### src/rtl/motors_step_sequencer.sv
// motors_step_sequencer
// Executes one motion command from the motors-control handshake: an optional
// pen-servo move (with settle delay) followed by concurrent X/Y stepping at a
// fixed rate. Both axes start together and run independently.
//
// Ports
//   clk                  system clock
//   reset                asynchronous active-low reset
//   pulse_num_x/_y       signed step counts; sign selects direction
//   servo_pos            requested pen position (1 = down)
//   trigger              start command, sampled only while rdy = 1
//   rdy                  idle and accepting a trigger
//   done                 one-cycle pulse at command completion
//   step_x/_y            step pulses to the stepper drivers
//   dir_x/_y             direction, 1 = negative count; held until next command
//   servo_out            pen position level to the servo PWM stage
//
// state      | meaning
// -----------+-----------------------------------------------------------
// IDLE       | rdy = 1, waiting for trigger
// SERVO_WAIT | pen moved, counting down the settle time
// STEPPING   | both axes stepping until their remaining counts reach 0
// DONE       | done = 1 for one cycle, then back to IDLE
module motors_step_sequencer #(
  parameter int PULSE_NUM_WIDTH = 16,
  parameter int STEP_PERIOD     = 1000,
  parameter int SERVO_SETTLE    = 1_000_000
) (
  input  logic                       clk,
  input  logic                       reset,
  input  logic [PULSE_NUM_WIDTH-1:0] pulse_num_x,
  input  logic [PULSE_NUM_WIDTH-1:0] pulse_num_y,
  input  logic                       servo_pos,
  input  logic                       trigger,
  output logic                       rdy,
  output logic                       done,
  output logic                       step_x,
  output logic                       step_y,
  output logic                       dir_x,
  output logic                       dir_y,
  output logic                       servo_out
);

  localparam int W     = PULSE_NUM_WIDTH;
  localparam int PH_W  = (STEP_PERIOD > 1) ? $clog2(STEP_PERIOD) : 1;
  localparam int SET_W = $clog2(SERVO_SETTLE + 1);

  localparam logic [PH_W-1:0]  PH_LAST     = PH_W'(STEP_PERIOD - 1);
  localparam logic [PH_W-1:0]  PH_HALF     = PH_W'(STEP_PERIOD / 2);
  localparam logic [SET_W-1:0] SETTLE_LOAD = SET_W'(SERVO_SETTLE);
  localparam logic [W-1:0]     ONE_W       = W'(1);

  typedef enum logic [1:0] {
    S_IDLE,
    S_SERVO_WAIT,
    S_STEPPING,
    S_DONE
  } state_t;

  state_t state, state_nxt;

  logic [W-1:0]     cnt_x, cnt_y;
  logic [PH_W-1:0]  phase;
  logic [SET_W-1:0] settle_cnt;

  logic [W-1:0] mag_x, mag_y;
  logic         accept, servo_change, mag_zero;
  logic         fin_x, fin_y, phase_last;

  // Unsigned magnitude of a two's-complement count. The most-negative value
  // maps to 2^(W-1), which still fits in W unsigned bits.
  function automatic logic [W-1:0] magnitude(input logic [W-1:0] v);
    return v[W-1] ? (~v + ONE_W) : v;
  endfunction

  assign mag_x        = magnitude(pulse_num_x);
  assign mag_y        = magnitude(pulse_num_y);
  assign mag_zero     = (mag_x == '0) && (mag_y == '0);
  assign accept       = (state == S_IDLE) && trigger;
  assign servo_change = (servo_pos != servo_out);
  assign phase_last   = (phase == PH_LAST);

  // An axis is finished once its count is 0, or it is on its last step and
  // the phase counter is about to wrap. Looking ahead lets DONE start in the
  // cycle right after the final decrement.
  assign fin_x = (cnt_x == '0) || ((cnt_x == ONE_W) && phase_last);
  assign fin_y = (cnt_y == '0) || ((cnt_y == ONE_W) && phase_last);

  // State register
  always_ff @(posedge clk or negedge reset) begin
    if (!reset) state <= S_IDLE;
    else        state <= state_nxt;
  end

  // Next-state logic
  always_comb begin
    state_nxt = state;
    case (state)
      S_IDLE: begin
        if (trigger) begin
          if (servo_change)   state_nxt = S_SERVO_WAIT;
          else if (!mag_zero) state_nxt = S_STEPPING;
          else                state_nxt = S_DONE;
        end
      end
      S_SERVO_WAIT: begin
        if (settle_cnt <= SET_W'(1)) begin
          if ((cnt_x == '0) && (cnt_y == '0)) state_nxt = S_DONE;
          else                                state_nxt = S_STEPPING;
        end
      end
      S_STEPPING: begin
        if (fin_x && fin_y) state_nxt = S_DONE;
      end
      S_DONE:  state_nxt = S_IDLE;
      default: state_nxt = S_IDLE;
    endcase
  end

  // Outputs
  always_comb begin
    rdy    = (state == S_IDLE);
    done   = (state == S_DONE);
    step_x = 1'b0;
    step_y = 1'b0;
    if (state == S_STEPPING) begin
      step_x = (cnt_x != '0) && (phase < PH_HALF);
      step_y = (cnt_y != '0) && (phase < PH_HALF);
    end
  end

  // Datapath: counters, latched direction and pen position. One shared phase
  // counter serves both axes since they start together at the same rate.
  always_ff @(posedge clk or negedge reset) begin
    if (!reset) begin
      cnt_x      <= '0;
      cnt_y      <= '0;
      phase      <= '0;
      settle_cnt <= '0;
      dir_x      <= 1'b0;
      dir_y      <= 1'b0;
      servo_out  <= 1'b0;
    end else begin
      if (accept) begin
        cnt_x <= mag_x;
        cnt_y <= mag_y;
        dir_x <= pulse_num_x[W-1];
        dir_y <= pulse_num_y[W-1];
        phase <= '0;
        if (servo_change) begin
          servo_out  <= servo_pos;
          settle_cnt <= SETTLE_LOAD;
        end
      end else if (state == S_SERVO_WAIT) begin
        if (settle_cnt != '0) settle_cnt <= settle_cnt - SET_W'(1);
      end else if (state == S_STEPPING) begin
        phase <= phase_last ? '0 : phase + PH_W'(1);
        if (phase_last) begin
          if (cnt_x != '0) cnt_x <= cnt_x - ONE_W;
          if (cnt_y != '0) cnt_y <= cnt_y - ONE_W;
        end
      end
    end
  end

endmodule

### config.mk
export PLATFORM = sky130hd
export DESIGN_NAME = motors_step_sequencer
export DESIGN_NICKNAME = d
export VERILOG_FILES = /design/src/rtl/motors_step_sequencer.sv
export SDC_FILE = /design/constraint.sdc
export NUM_CORES = 1
export LEC_CHECK = 0
export ABC_AREA = 1
export CORE_MARGIN = 4
export CORE_UTILIZATION = 40
export CTS_CLUSTER_DIAMETER = 150
export CTS_CLUSTER_SIZE = 20
export DETAILED_ROUTE_END_ITERATION = 7
export MAX_ROUTING_LAYER = met4
export PLACE_DENSITY = 0.61
export SLEW_MARGIN = 20
export SYNTH_ARGS = -nofsm -noshare
export SYNTH_HDL_FRONTEND = slang
export SYNTH_SLANG_ARGS = --single-unit
### constraint.sdc
create_clock -name clk -period 1.86 [get_ports clk]
set_clock_uncertainty 0.2 [all_clocks]
set_input_delay 0.186 -clock clk [delete_from_list [all_inputs] [get_ports clk]]
set_output_delay 0.186 -clock clk [all_outputs]
set_load 0.02 [all_outputs]
==> key figures <==
Die
  – Die Wd: 123 um
  – Die area: 0.0151 mm^2
  – Num ports: 43
  – FP Rows: 41
  – Total core area: 0.0128 mm^2
  – Vert. Die Dim: 123 um
  – Starting density of the core: 0.414

Power
  – Clock network power share: 0.450
  – PwrDens: 405 mW/mm^2
  – Net Sw Power: 0.000868 W
  – Pwr Total: 0.00355 W
  – Gate power share: 0.140
  – Int Pwr: 0.00268 W
  – Maximum VDD drop: 0.422 mV
  – Sw frac: 0.244
  – Share of power burned in registers: 0.411
  – Pleak: 4.38 nW

Layout
  – Nets: 1,163
  – Area grow syn2layout: 66.1%
  – Fraction of layout cells with a size suffix above 1: 0.378
  – Post-layout util: 0.687
  – Post-route insts no fill: 1,287
  – Sequential Area: 0.00168 mm^2
  – Commonest non-fill, non-tap cells in the layout: buf_4, nand2_1, nor2_1
  – Most common cell after layout, fill and taps aside: buf_4
  – # diodes: 0
  – Filler instances: 1,019
  – Area of the multi-input gates: 0.00359 mm^2

Global route
  – Antenna violations before repair: 0
  – Vias in the first global route: 6,427
  – Grt ovf: 0
  – Pin count of the biggest net entering global routing: 41
  – Gr usage total: 0.241
  – First-pass GRT wire length: 28.8 mm

Timing
  – Worst Slack Setup Final: -0.220 ns
  – Final setup TNS: -8.24 ns
  – RSZ-0062 raised after global routing: true
  – Final Cycle Share: 1.12
  – Final Setup Violations: 64
  – Tightest Pin Transition: 0.551 ns
  – Final max-slew violation count: 0
  – F_max: 481 MHz
  – Slew margin rel.: 0.632
  – Min cycle time layout: 2.08 ns
  – Final hold vios: 0

Logic synthesis
  – Post-Synthesis Cells: 809
  – Cell Area, Synth: 0.00528 mm^2
  – Largest area contributor in the netlist: dfrtp_1
  – Synth Area per Inst: 6.53 um^2
  – Yosys top cell area share: 0.317
  – Distinct cell type count after synthesis: 49
  – Sequential area share after synthesis: 0.317
  – Top post-synthesis cells by area: dfrtp_1, nand2_1, nor2_1, inv_1, o21ai_0
  – Mapped Nets: 862
  – Synth warnings: 0
  – Register bit total from synthesis: 67

Critical path
  – Worst path slowest cell: dfrtp_1
  – Largest stage delay, worst path: 0.42 ns
  – Most frequent CP cell: inv_2
  – CP Max Fanout: 5
  – CP Class: reg2reg
  – Cell Chain, Critical Path: inv_2 -> ha_4 -> nand2_8 -> a21oi_4 -> inv_2 -> nor4_4 -> nand2_2 -> nor3_4 -> nand3_1 -> nand2_1 -> nor2_1
  – R2R depth: 11
  – WP data required: 1.87 ns
  – CP Capture Type: flop
  – Arrival @ worst endpoint: 2.09 ns
  – Critical Path Start Type: flop

Clock tree
  – CTS buffer count: 9
  – CTS tree: built
  – Clk pin slew, worst setup/hold paths: 0.05 ns
  – Worst skew pair latency: 0.33 ns
  – Clock Path Buffers: 2
  – Clk Tree Root Cell: clkbuf_16
  – H-tree depth: 3
  – Clk sinks: 67

Route
  – DRC errors left: 0
  – Via Count: 6,511
  – Drt wl/cell: 13.7 um
  – Vias/cell: 5.06
  – Initial DRC count: 588
  – Final wirelength: 17.7 mm
  – Pre-antenna DRT Iters: 5
  – ANT nets after route: 0

Worst hold path
  – Hold crit path type: in2async

Placed design
  – RePlAce Congestion: 0.960
  – DPL Wire Length: 12.2 mm
  – Number of port buffers: 42
  – Inst Count DP: 1,230

Run status
  – Status: finished, violations left
  – Failing checks: negative setup slack

Run
  – # Max-Cap Violations: 0
[final timing paths]
check                          start   endpoint  slack, ns
min in group clk           servo_pos  servo_out       0.27
max reg2reg                 state[1]   phase[9]      -0.22
min reg2reg                 cnt_x[5]   cnt_x[5]       0.32
max                         state[1]   phase[9]      -0.22
min                            reset   phase[3]       0.23
max in group asynchronous      reset   state[1]       0.78
[sequential cells by signal (all words and copies together) (netlist names)]
signal      count
dir_y           1
cnt_y          16
servo_out       1
dir_x           1
settle_cnt     20
cnt_x          16
state           2
phase          10
[synth_stat cells (all sizes together)]
cell type / instances
ha: 17
o21a: 1
o21ai: 81
nor2: 131
inv: 114
nand2: 188
o31ai: 1
and3: 2
xnor2: 2
or2: 3
a311o: 1
a22oi: 5
clkbuf: 4
o21bai: 1
a32oi: 2
o221ai: 2
o22ai: 7
a211oi: 3
o211ai: 4
a21oi: 37
nand4: 8
nand3: 62
dfrtp: 67
nor4: 7
xor2: 9
nor3b: 1
buf: 16
nor3: 26
clkinv: 1
nand3b: 6
[critical path: cells and delay by family (launching register included)]
kind	cells	cell delay, ns
adders and majority gates	1	0.18
buffers and inverters	2	0.21
AOI/OAI and AO/OA	1	0.21
DFF	1	0.42
and+or+nand+nor	7	0.75
[metal layers]
layer	share of wire	GRT usage	vias to the layer above	wire [um]
met5	0	-	-	0
met4	0.020	0.0791	0	358
met3	0.039	0.0302	31	695
met2	0.49	0.409	199	8740
met1	0.45	0.300	3038	7880
li1	-	-	3243	-
[stage by stage]
| stage | instance area [um^2] | setup slack (ns) | hold slack, ns |
|---|---|---|---|
| 2_1_floorplan | 5320 | -0.146 | -0.310 |
| 3_3_place_gp | 7530 | -0.488 | 0.0354 |
| 3_5_place_dp | 7530 | -0.524 | 0.0448 |
| 4_1_cts | 8350 | -0.201 | 0.237 |
| 5_1_grt | 8770 | -0.335 | 0.261 |
| 6_report | 8770 | -0.220 | 0.225 |
[cells by family after synthesis]
kind of cell	count (synthesis)	share of synthesized area
AOI/OAI and AO/OA	145	0.159
xor gates and xnor gates	11	0.0182
buffers and inverters	135	0.105
and+or+nand+nor	434	0.361
adders and majority gates	17	0.0403
DFF	67	0.317
[power by group through the flow]
stage / logic, W / clock network [W] / registers, W
after floorplan: 0.000155 / 0 / 0.00148
after global placement: 0.000465 / 0 / 0.00148
after detailed placement: 0.000475 / 0 / 0.00148
after CTS: 0.000489 / 0.00163 / 0.00146
after global routing: 0.000547 / 0.00170 / 0.00146
final: 0.000495 / 0.00160 / 0.00146
[area by class of cell]
class	instances	share of cell area
repair buffers	310	0.293
clock inverters	2	0.00114
inverters	115	0.0513
multi-input cells	607	0.409
clock buffers	14	0.0301
well taps	172	0.0245
flip-flops and latches	67	0.191
[timing repair]
item                                    in CTS  in global routing
gates resized for setup                    139                 88
endpoints found under the setup margin      66                 66
gates cloned                                 3                  0
hold endpoints to repair                    67                  0
buffers inserted                            23                 16
pin swaps                                   21                 26
hold buffers                                 1                  0
No activity file was read; power rests on OpenSTA's default activity.
